==> config.mk <==
export PLATFORM = sky130hd
export DESIGN_NAME = seg_7_scan_decoder
export DESIGN_NICKNAME = d
export VERILOG_FILES = /design/src/rtl/seg_7_pkg.sv /design/src/rtl/seg_7_pattern_decode.sv /design/src/rtl/seg_7_scan_decoder.sv
export SDC_FILE = /design/constraint.sdc
export NUM_CORES = 1
export LEC_CHECK = 0
export ABC_AREA = 1
export CAP_MARGIN = 20
export CORE_UTILIZATION = 36
export DETAILED_ROUTE_END_ITERATION = 6
export GPL_TIMING_DRIVEN = 0
export HOLD_SLACK_MARGIN = 0.15
export PLACE_DENSITY = 0.6
export SYNTH_ARGS = -nofsm -noshare
export SYNTH_HDL_FRONTEND = slang
export SYNTH_HIERARCHICAL = 1
export SYNTH_SLANG_ARGS = --single-unit
==> constraint.sdc <==
create_clock -name clk -period 2 [get_ports clk]
set_clock_uncertainty 0.1 [all_clocks]
set_input_delay 0.2 -clock clk [delete_from_list [all_inputs] [get_ports clk]]
set_output_delay 0.2 -clock clk [all_outputs]
set_load 0.01 [all_outputs]
==> src/rtl/seg_7_pkg.sv <==
// Shared segment-pattern constants, code values and decode result type for the scan decoder.
package seg_7_pkg;

    // Segment order a..g, MSB = a, 1 = lit
    localparam logic [6:0] SEG_0     = 7'b1111110;
    localparam logic [6:0] SEG_1     = 7'b0110000;
    localparam logic [6:0] SEG_2     = 7'b1101101;
    localparam logic [6:0] SEG_3     = 7'b1111001;
    localparam logic [6:0] SEG_4     = 7'b0110011;
    localparam logic [6:0] SEG_5     = 7'b1011011;
    localparam logic [6:0] SEG_6     = 7'b1011111;
    localparam logic [6:0] SEG_7     = 7'b1110000;
    localparam logic [6:0] SEG_8     = 7'b1111111;
    localparam logic [6:0] SEG_9     = 7'b1110011;
    localparam logic [6:0] SEG_BLANK = 7'b0000000;

    localparam logic [3:0] CODE_BLANK = 4'hF;
    localparam logic [3:0] CODE_ERR   = 4'hE;

    typedef struct packed {
        logic [3:0] code;
        logic       valid;
        logic       err;
    } seg_res_t;

endpackage

==> src/rtl/seg_7_pattern_decode.sv <==
// Purpose: map one 7-segment pattern to {code, valid, err}.
// Latency: combinational.
// Backpressure: none.
module seg_7_pattern_decode
    import seg_7_pkg::*;
(
    input  logic [6:0] seg,
    output seg_res_t   res
);

    always_comb begin
        res = '{code: CODE_ERR, valid: 1'b0, err: 1'b1};
        case (seg)
            SEG_0:     res = '{code: 4'd0, valid: 1'b1, err: 1'b0};
            SEG_1:     res = '{code: 4'd1, valid: 1'b1, err: 1'b0};
            SEG_2:     res = '{code: 4'd2, valid: 1'b1, err: 1'b0};
            SEG_3:     res = '{code: 4'd3, valid: 1'b1, err: 1'b0};
            SEG_4:     res = '{code: 4'd4, valid: 1'b1, err: 1'b0};
            SEG_5:     res = '{code: 4'd5, valid: 1'b1, err: 1'b0};
            SEG_6:     res = '{code: 4'd6, valid: 1'b1, err: 1'b0};
            SEG_7:     res = '{code: 4'd7, valid: 1'b1, err: 1'b0};
            SEG_8:     res = '{code: 4'd8, valid: 1'b1, err: 1'b0};
            SEG_9:     res = '{code: 4'd9, valid: 1'b1, err: 1'b0};
            SEG_BLANK: res = '{code: CODE_BLANK, valid: 1'b0, err: 1'b0};
            default:   res = '{code: CODE_ERR, valid: 1'b0, err: 1'b1};
        endcase
    end

endmodule

==> src/rtl/seg_7_scan_decoder.sv <==
// Purpose: glitch-filter a scanned 7-segment bus, keep per-digit codes, emit change events.
// Latency: STABLE_CNT+1 edges from first sample of a new pattern to register file/event update.
// Backpressure: 1-deep event register; events arriving while it is held are dropped and ovf sticks.
module seg_7_scan_decoder
    import seg_7_pkg::*;
#(
    parameter int DIGITS     = 4,
    parameter int STABLE_CNT = 3
) (
    input  logic                  clk,
    input  logic                  rst,
    input  logic [6:0]            seg_in,
    input  logic [DIGITS-1:0]     dig_sel,
    output logic [4*DIGITS-1:0]   bcd_out,
    output logic [DIGITS-1:0]     digit_valid,
    output logic [DIGITS-1:0]     digit_err,
    output logic                  upd_valid,
    input  logic                  upd_ready,
    output logic [2:0]            upd_digit,
    output logic [3:0]            upd_code,
    output logic                  ovf
);

    localparam int CW = $clog2(STABLE_CNT + 1);
    localparam int SW = DIGITS + 7;

    logic [SW-1:0] sample;
    logic [SW-1:0] prev_sample;
    logic [CW-1:0] cnt;
    logic          one_hot;
    logic          match;
    logic          commit;
    logic          changed;
    logic          new_evt;
    logic          accept;
    logic [2:0]    sel_idx;
    logic [3:0]    cur_code;
    logic          cur_err;
    seg_res_t      res;

    seg_7_pattern_decode u_decode (
        .seg (seg_in),
        .res (res)
    );

    assign sample  = {dig_sel, seg_in};
    assign one_hot = (dig_sel != '0) && ((dig_sel & (dig_sel - DIGITS'(1))) == '0);
    assign match   = one_hot && (sample == prev_sample);
    // Commit fires only on the single edge the run counter reaches its limit
    assign commit  = match && (cnt == CW'(STABLE_CNT - 1));

    always_ff @(posedge clk) begin
        if (rst) begin
            prev_sample <= '0;
            cnt         <= '0;
        end else begin
            prev_sample <= sample;
            if (!match)
                cnt <= '0;
            else if (cnt != CW'(STABLE_CNT))
                cnt <= cnt + CW'(1);
        end
    end

    always_comb begin
        sel_idx  = '0;
        cur_code = CODE_BLANK;
        cur_err  = 1'b0;
        for (int i = 0; i < DIGITS; i++) begin
            if (dig_sel[i]) begin
                sel_idx  = 3'(i);
                cur_code = bcd_out[4*i +: 4];
                cur_err  = digit_err[i];
            end
        end
    end

    assign changed = {res.code, res.err} != {cur_code, cur_err};
    assign new_evt = commit && changed;
    assign accept  = upd_valid && upd_ready;

    always_ff @(posedge clk) begin
        if (rst) begin
            bcd_out     <= {DIGITS{CODE_BLANK}};
            digit_valid <= '0;
            digit_err   <= '0;
        end else if (commit) begin
            for (int i = 0; i < DIGITS; i++) begin
                if (dig_sel[i]) begin
                    bcd_out[4*i +: 4] <= res.code;
                    digit_valid[i]    <= res.valid;
                    digit_err[i]      <= res.err;
                end
            end
        end
    end

    // A slot is free if empty or being drained this edge
    always_ff @(posedge clk) begin
        if (rst) begin
            upd_valid <= 1'b0;
            upd_digit <= '0;
            upd_code  <= '0;
            ovf       <= 1'b0;
        end else if (new_evt) begin
            if (!upd_valid || upd_ready) begin
                upd_valid <= 1'b1;
                upd_digit <= sel_idx;
                upd_code  <= res.code;
            end else begin
                ovf <= 1'b1;
            end
        end else if (accept) begin
            upd_valid <= 1'b0;
        end
    end

endmodule

# Yosys cells after proc, flatten, opt, wreduce, memory -nomap -nowiden
# Index checks and enable logic that the tools add are counted.
# word_totals
regBits	46
in_bits	14
output_inout_bits	33
elab_cells	72
# classes
add_sub_neg	2
n_eq_ne	15
mux	15
bitwise	3
reduce_logical	19
# ops
op	count
6-bit case mux with 11 select lines	1
7-bit equality test, second input constant	8
4-bit two-way mux	4
7-bit by 6-bit equality test with 1-bit output, second input constant	2
2-bit AND reduction	7
11-bit equality test	1
1-bit two-way mux	8
7-bit logical NOT	1
3-bit two-way mux	2
1-bit logical AND	5
5-bit != test	1
4-bit AND	1
4-bit logical NOT	1
4-bit nonzero test	1
4-bit by 1-bit subtractor with 4-bit output, second input constant	1
2-bit by 1-bit adder with 2-bit output, second input constant	1
2-bit equality test, second input constant	1
2-bit by 1-bit != test with 1-bit output, second input constant	1
2-bit != test, second input constant	1
1-bit inverter	2
2-bit nonzero test	1
2-bit OR reduction	1
1-bit logical NOT	1
1-bit logical OR	1

# Longest topological paths before layout
# Gate-level depths: netlist of run 1.
# logic_depth
ltp_word	9
mapped_depth	18

# Hierarchy
# Netlist of run 1, hierarchy kept.
# modules_own_cells
mod	instances	cells_per_inst	area_each_um2	seq_area_each_um2
seg_7_scan_decoder	1	329	2208.4	900.9
seg_7_pattern_decode	1	64	321.6	0.0

# Least setup slack after synthesis of run 1
# No wires, ideal clock.
# synth_path
path_type	input to register
start	input port seg_in[5]
end	register upd_code[0]
setup_time_ns	0.110
arrival_ns	1.529
slack_ns	0.261
stages	16
n_path_buf	0
path_cell_list	nor3_1 > nand2_4 > nand2_2 > nor2_2 > nand3_2 > nand2_1 > inv_1 > nand2_1 > nand2_1 > nand2_1 > nor2_1 > nand2_2 > nand3_2 > nand2_1 > inv_1 > nor2_1
# synth_rtl
item	line	source
start, declared	seg_7_scan_decoder.sv:12	input logic [6:0] seg_in,
end signal, assigned	seg_7_scan_decoder.sv:109	upd_code <= res.code;
end, declared	seg_7_scan_decoder.sv:20	output logic [3:0] upd_code,

==> impl_results.md, run 1 <==
* Post-DR vias/cell at 4.61
* Crit Reg-Reg Startpoint: prev_sample[6]
* Layout area overhead at 33.9%
* Worst flop-to-flop path endpoint: bcd_out[1]
* Max Slew Vio Count at 0
* GR Overflow Total at 0
* Startpoint types: primary input
* Fin. Hold Viols at 0
* Routed WL at 6420 um
* Initial DRC count at 115
* Sw Pwr at 491 uW
* Post-Syn Instances at 393
* Ports at 47
* Clock-pin transition on the worst setup and hold timing paths at 0.09 ns
* Slowest-stage cell, CP: nand3_2
* Worst skew pair latency at 0.31 ns
* Seq pwr share at 52.5%
* Hold Path Class: primary input to flip-flop
* Fraction of layout instances using a drive strength above 1 at 15.5%
* Clk network pwr share at 32.7%
* Combinational share of power at 14.8%
* Arrival @ worst endpoint at 1.92 ns
* H-tree depth at 2
* I/O Buffers at 43
* Maximum VDD drop at 0.276 mV
* Starting density of the core at 37.2%
* Post-route cell area at 0.00339 sq mm
* Leak Pwr at 1.73 nW
* Maxcap violations at 0
* Die height at 85.8 um
* Worst Path Required at 2.11 ns
* R2R Setup Slk at 0.29 ns
* Setup CP Type: primary input to flip-flop
* Status: finished clean
* Ordered cell list for the critical path: clkbuf_2, nand2_2, nor2_1, nand2_1, nand2_1, nor2_2, nand3_2, nand2_2, nand3_1, nand2_1, nand2_1, nor2_2, nand2_2, nand3_4, nand2_1, inv_1, nor2_1
* Most frequent CP cell: nand2_1
* Ant. Diodes at 0
* Cell count along the critical path at 17
* CP max FO at 7
* Final number of setup-violating endpoints at 0
* HPWL after DPL at 4660 um
* Mapped Area at 0.00253 sq mm
* Fmax at 0.552 GHz
* Routed Antenna Nets at 0
* Seq/Total Area, Yosys at 35.6%
* Mean area per synthesized cell at 6.44 sq um
* Register bit count reported by yosys at 45
* Delay-heaviest family, CP: simple AND/OR/NAND/NOR gates
* Clock Tree Buf Depth at 2
* Via count at 2,581
* Clock root cell: clkbuf_8
* Syn_nets at 409
* Final worst path period share at 90.5%
* GPL Wtd Cong at 0.853
* Die Width at 85.8 um
* Tmin final at 1.81 ns
* YS warnings at 6
* Vias in the first global route at 2,305
* RSZ-0062 raised after global routing: false
* Die area at 0.00737 sq mm
* Reg2reg path depth at 12
* Clock sinks at 45
* Nets at 479
* Core area at 0.00679 sq mm
* Gr usage total at 18.4%
* Crit end category: flip-flop
* Crit path to: upd_code[2]
* Placed cell areas at 0.00308 sq mm
* Switch share at 28.3%
* TritonRoute pass-1 iters at 4
* Initial antenna violation count at 0
* Critical path startpoint: seg_in[1]
* P_int at 1.25 mW
* Worst Path Buf+Inv at 2
* Num CTS Buffers at 5
* Netlist cell types at 27
* Cell Rows at 30
* Pwr per Cell Area at 514 mW/mm^2
* Slowest stage delay, CP at 0.16 ns
* DRC errors left at 0
* WL/cell at 11.5 um
* CTS tree: done
* Fin Hold WS at 0.215 ns
* Largest net degree at the start of global routing at 15
* First-pass GRT wire length at 10,700 um
-- layer usage --
layer  vias to the layer above  track usage, %  share of wire (%)
li1                       1359               -                  -
met1                      1145            25.1                 48
met2                        70            29.7                 46
met3                         7            3.56                4.8
met4                         0            4.85                1.4
met5                         -               0                  0
-- worst min-delay path, stage by stage --
cell and delay, ns:
buf_2 0.18, a21oi_1 0.16, nor2_1 0.05
-- cell type report --
type,count,area (sq um)
inverters,54,205
multi-input cells,284,1440
well taps,96,120
repair buffers,62,566
clock buffers,6,72.6
flip-flops and latches,45,901
clock inverters,2,15.0
fillers,704,3410
plain buffers,11,67.6
-- Yosys cell counts --
library cell  count  area (sq um)
buf_4             3          22.5
nand2_4           1          11.3
a21oi_1          16          80.1
nor2_1           63           236
clkinv_1          1          3.75
clkbuf_1          4          15.0
nand3_2           4          40.0
nor2_4            3          33.8
inv_2             2          7.51
ha_1              2          25.0
nor3_1            1          5.00
dfxtp_1          45           901
nand3_1          10          50.1
nand4_1           8          50.1
xor2_1            8          70.1
o211ai_1         16           120
o21ai_0          11          55.1
nand2_2           7          43.8
buf_2             4          20.0
nor2_8            1          20.0
conb_1            1          3.75
nor2_2            4          25.0
nand2_1         122           458
inv_1            51           191
o21bai_1          1          7.51
nand3b_1          1          7.51
xnor2_1           3          26.3
-- registers in the layout (all words and copies together) (netlist names) --
name         flops
prev_sample     11
upd_code         4
ovf              1
digit_valid      4
cnt              2
bcd_out         16
digit_err        4
upd_valid        1
upd_digit        2
-- worst min path at each step --
| stage | slack (ns) | endpoint | depth (start not counted) | from |
|---|---|---|---|---|
| 6_report | 0.22 | digit_err[0] | 3 | dig_sel[0] |
| 5_1_grt | 0.26 | digit_err[0] | 3 | dig_sel[0] |
| 4_1_cts | 0.16 | prev_sample[3] | 3 | seg_in[3] |
| 3_5_place_dp | 0.36 | ovf | 2 | ovf |
| 3_3_place_gp | 0.34 | ovf | 2 | ovf |
| 2_1_floorplan | 0.17 | ovf | 1 | rst |
-- metrics by stage --
step / utilization (%) / setup TNS, ns / power, mW / instances / setup slack (ns)
finish: 49.9 / 0 / 1.74 / 560 / 0.189
global route: 49.9 / 0 / 1.83 / 560 / 0.000252
CTS: 47.5 / 0 / 1.73 / 545 / 0.00499
detailed placement: 45.3 / -12.75 / 1.16 / 532 / -0.724
global placement: 45.3 / -12.62 / 1.16 / 532 / -0.714
floorplan: - / 0 / 1.08 / 393 / 0.261
-- repair_timing --
| item | in CTS | in global routing |
|---|---|---|
| pin swaps | 1 | 10 |
| hold endpoints to repair | 2 | 7 |
| resized for setup | 26 | 37 |
| endpoints found under the setup margin | 19 | 32 |
| cloned | 0 | 1 |
| hold buffers | 2 | 7 |
| buffers inserted | 3 | 7 |
-- power groups by stage --
stage | combinational, mW | clock [mW] | sequential, mW
finish | 0.257 | 0.569 | 0.913
global route | 0.289 | 0.623 | 0.914
CTS | 0.229 | 0.584 | 0.913
detailed placement | 0.224 | 0 | 0.933
global placement | 0.223 | 0 | 0.933
floorplan | 0.150 | 0 | 0.933
-- cells in the final DEF (no fill, tap or decap), drive strengths merged --
master | Yosys | final
nor3 | 1 | 1
o21bai | 1 | 1
o211ai | 16 | 16
xor2 | 8 | 8
dlygate4sd3 | 0 | 9
dlymetal6s2s | 0 | 2
o21ai | 11 | 11
nand4 | 8 | 8
ha | 2 | 2
nor2 | 71 | 71
nand2 | 130 | 131
clkbuf | 4 | 12
a21oi | 16 | 16
clkinvlp | 0 | 2
clkinv | 1 | 1
clkdlybuf4s50 | 0 | 34
xnor2 | 3 | 3
conb | 1 | 1
inv | 53 | 53
dfxtp | 45 | 45
buf | 7 | 22
nand3 | 14 | 14
nand3b | 1 | 1
-- logic make-up after synthesis --
group | synth area share [%]
simple gates | 38.8
buf+inv | 10.3
flops | 35.6
compound gates | 10.4
xor+xnor | 3.81
fa+ha+maj | 0.989
other cells | 0.148
(Power assumes the default switching activity.)
==> inputs of run 2 (changes only) <==
--- a/config.mk
+++ b/config.mk
@@ -8,6 +8,7 @@
 export ABC_AREA = 1
 export CAP_MARGIN = 20
 export CORE_UTILIZATION = 36
+export CTS_CLUSTER_SIZE = 20
 export DETAILED_ROUTE_END_ITERATION = 6
 export GPL_TIMING_DRIVEN = 0
 export HOLD_SLACK_MARGIN = 0.15
==> results of run 2 <==
Same layout as run 1: the final DEF is identical, and so are final timing and power.
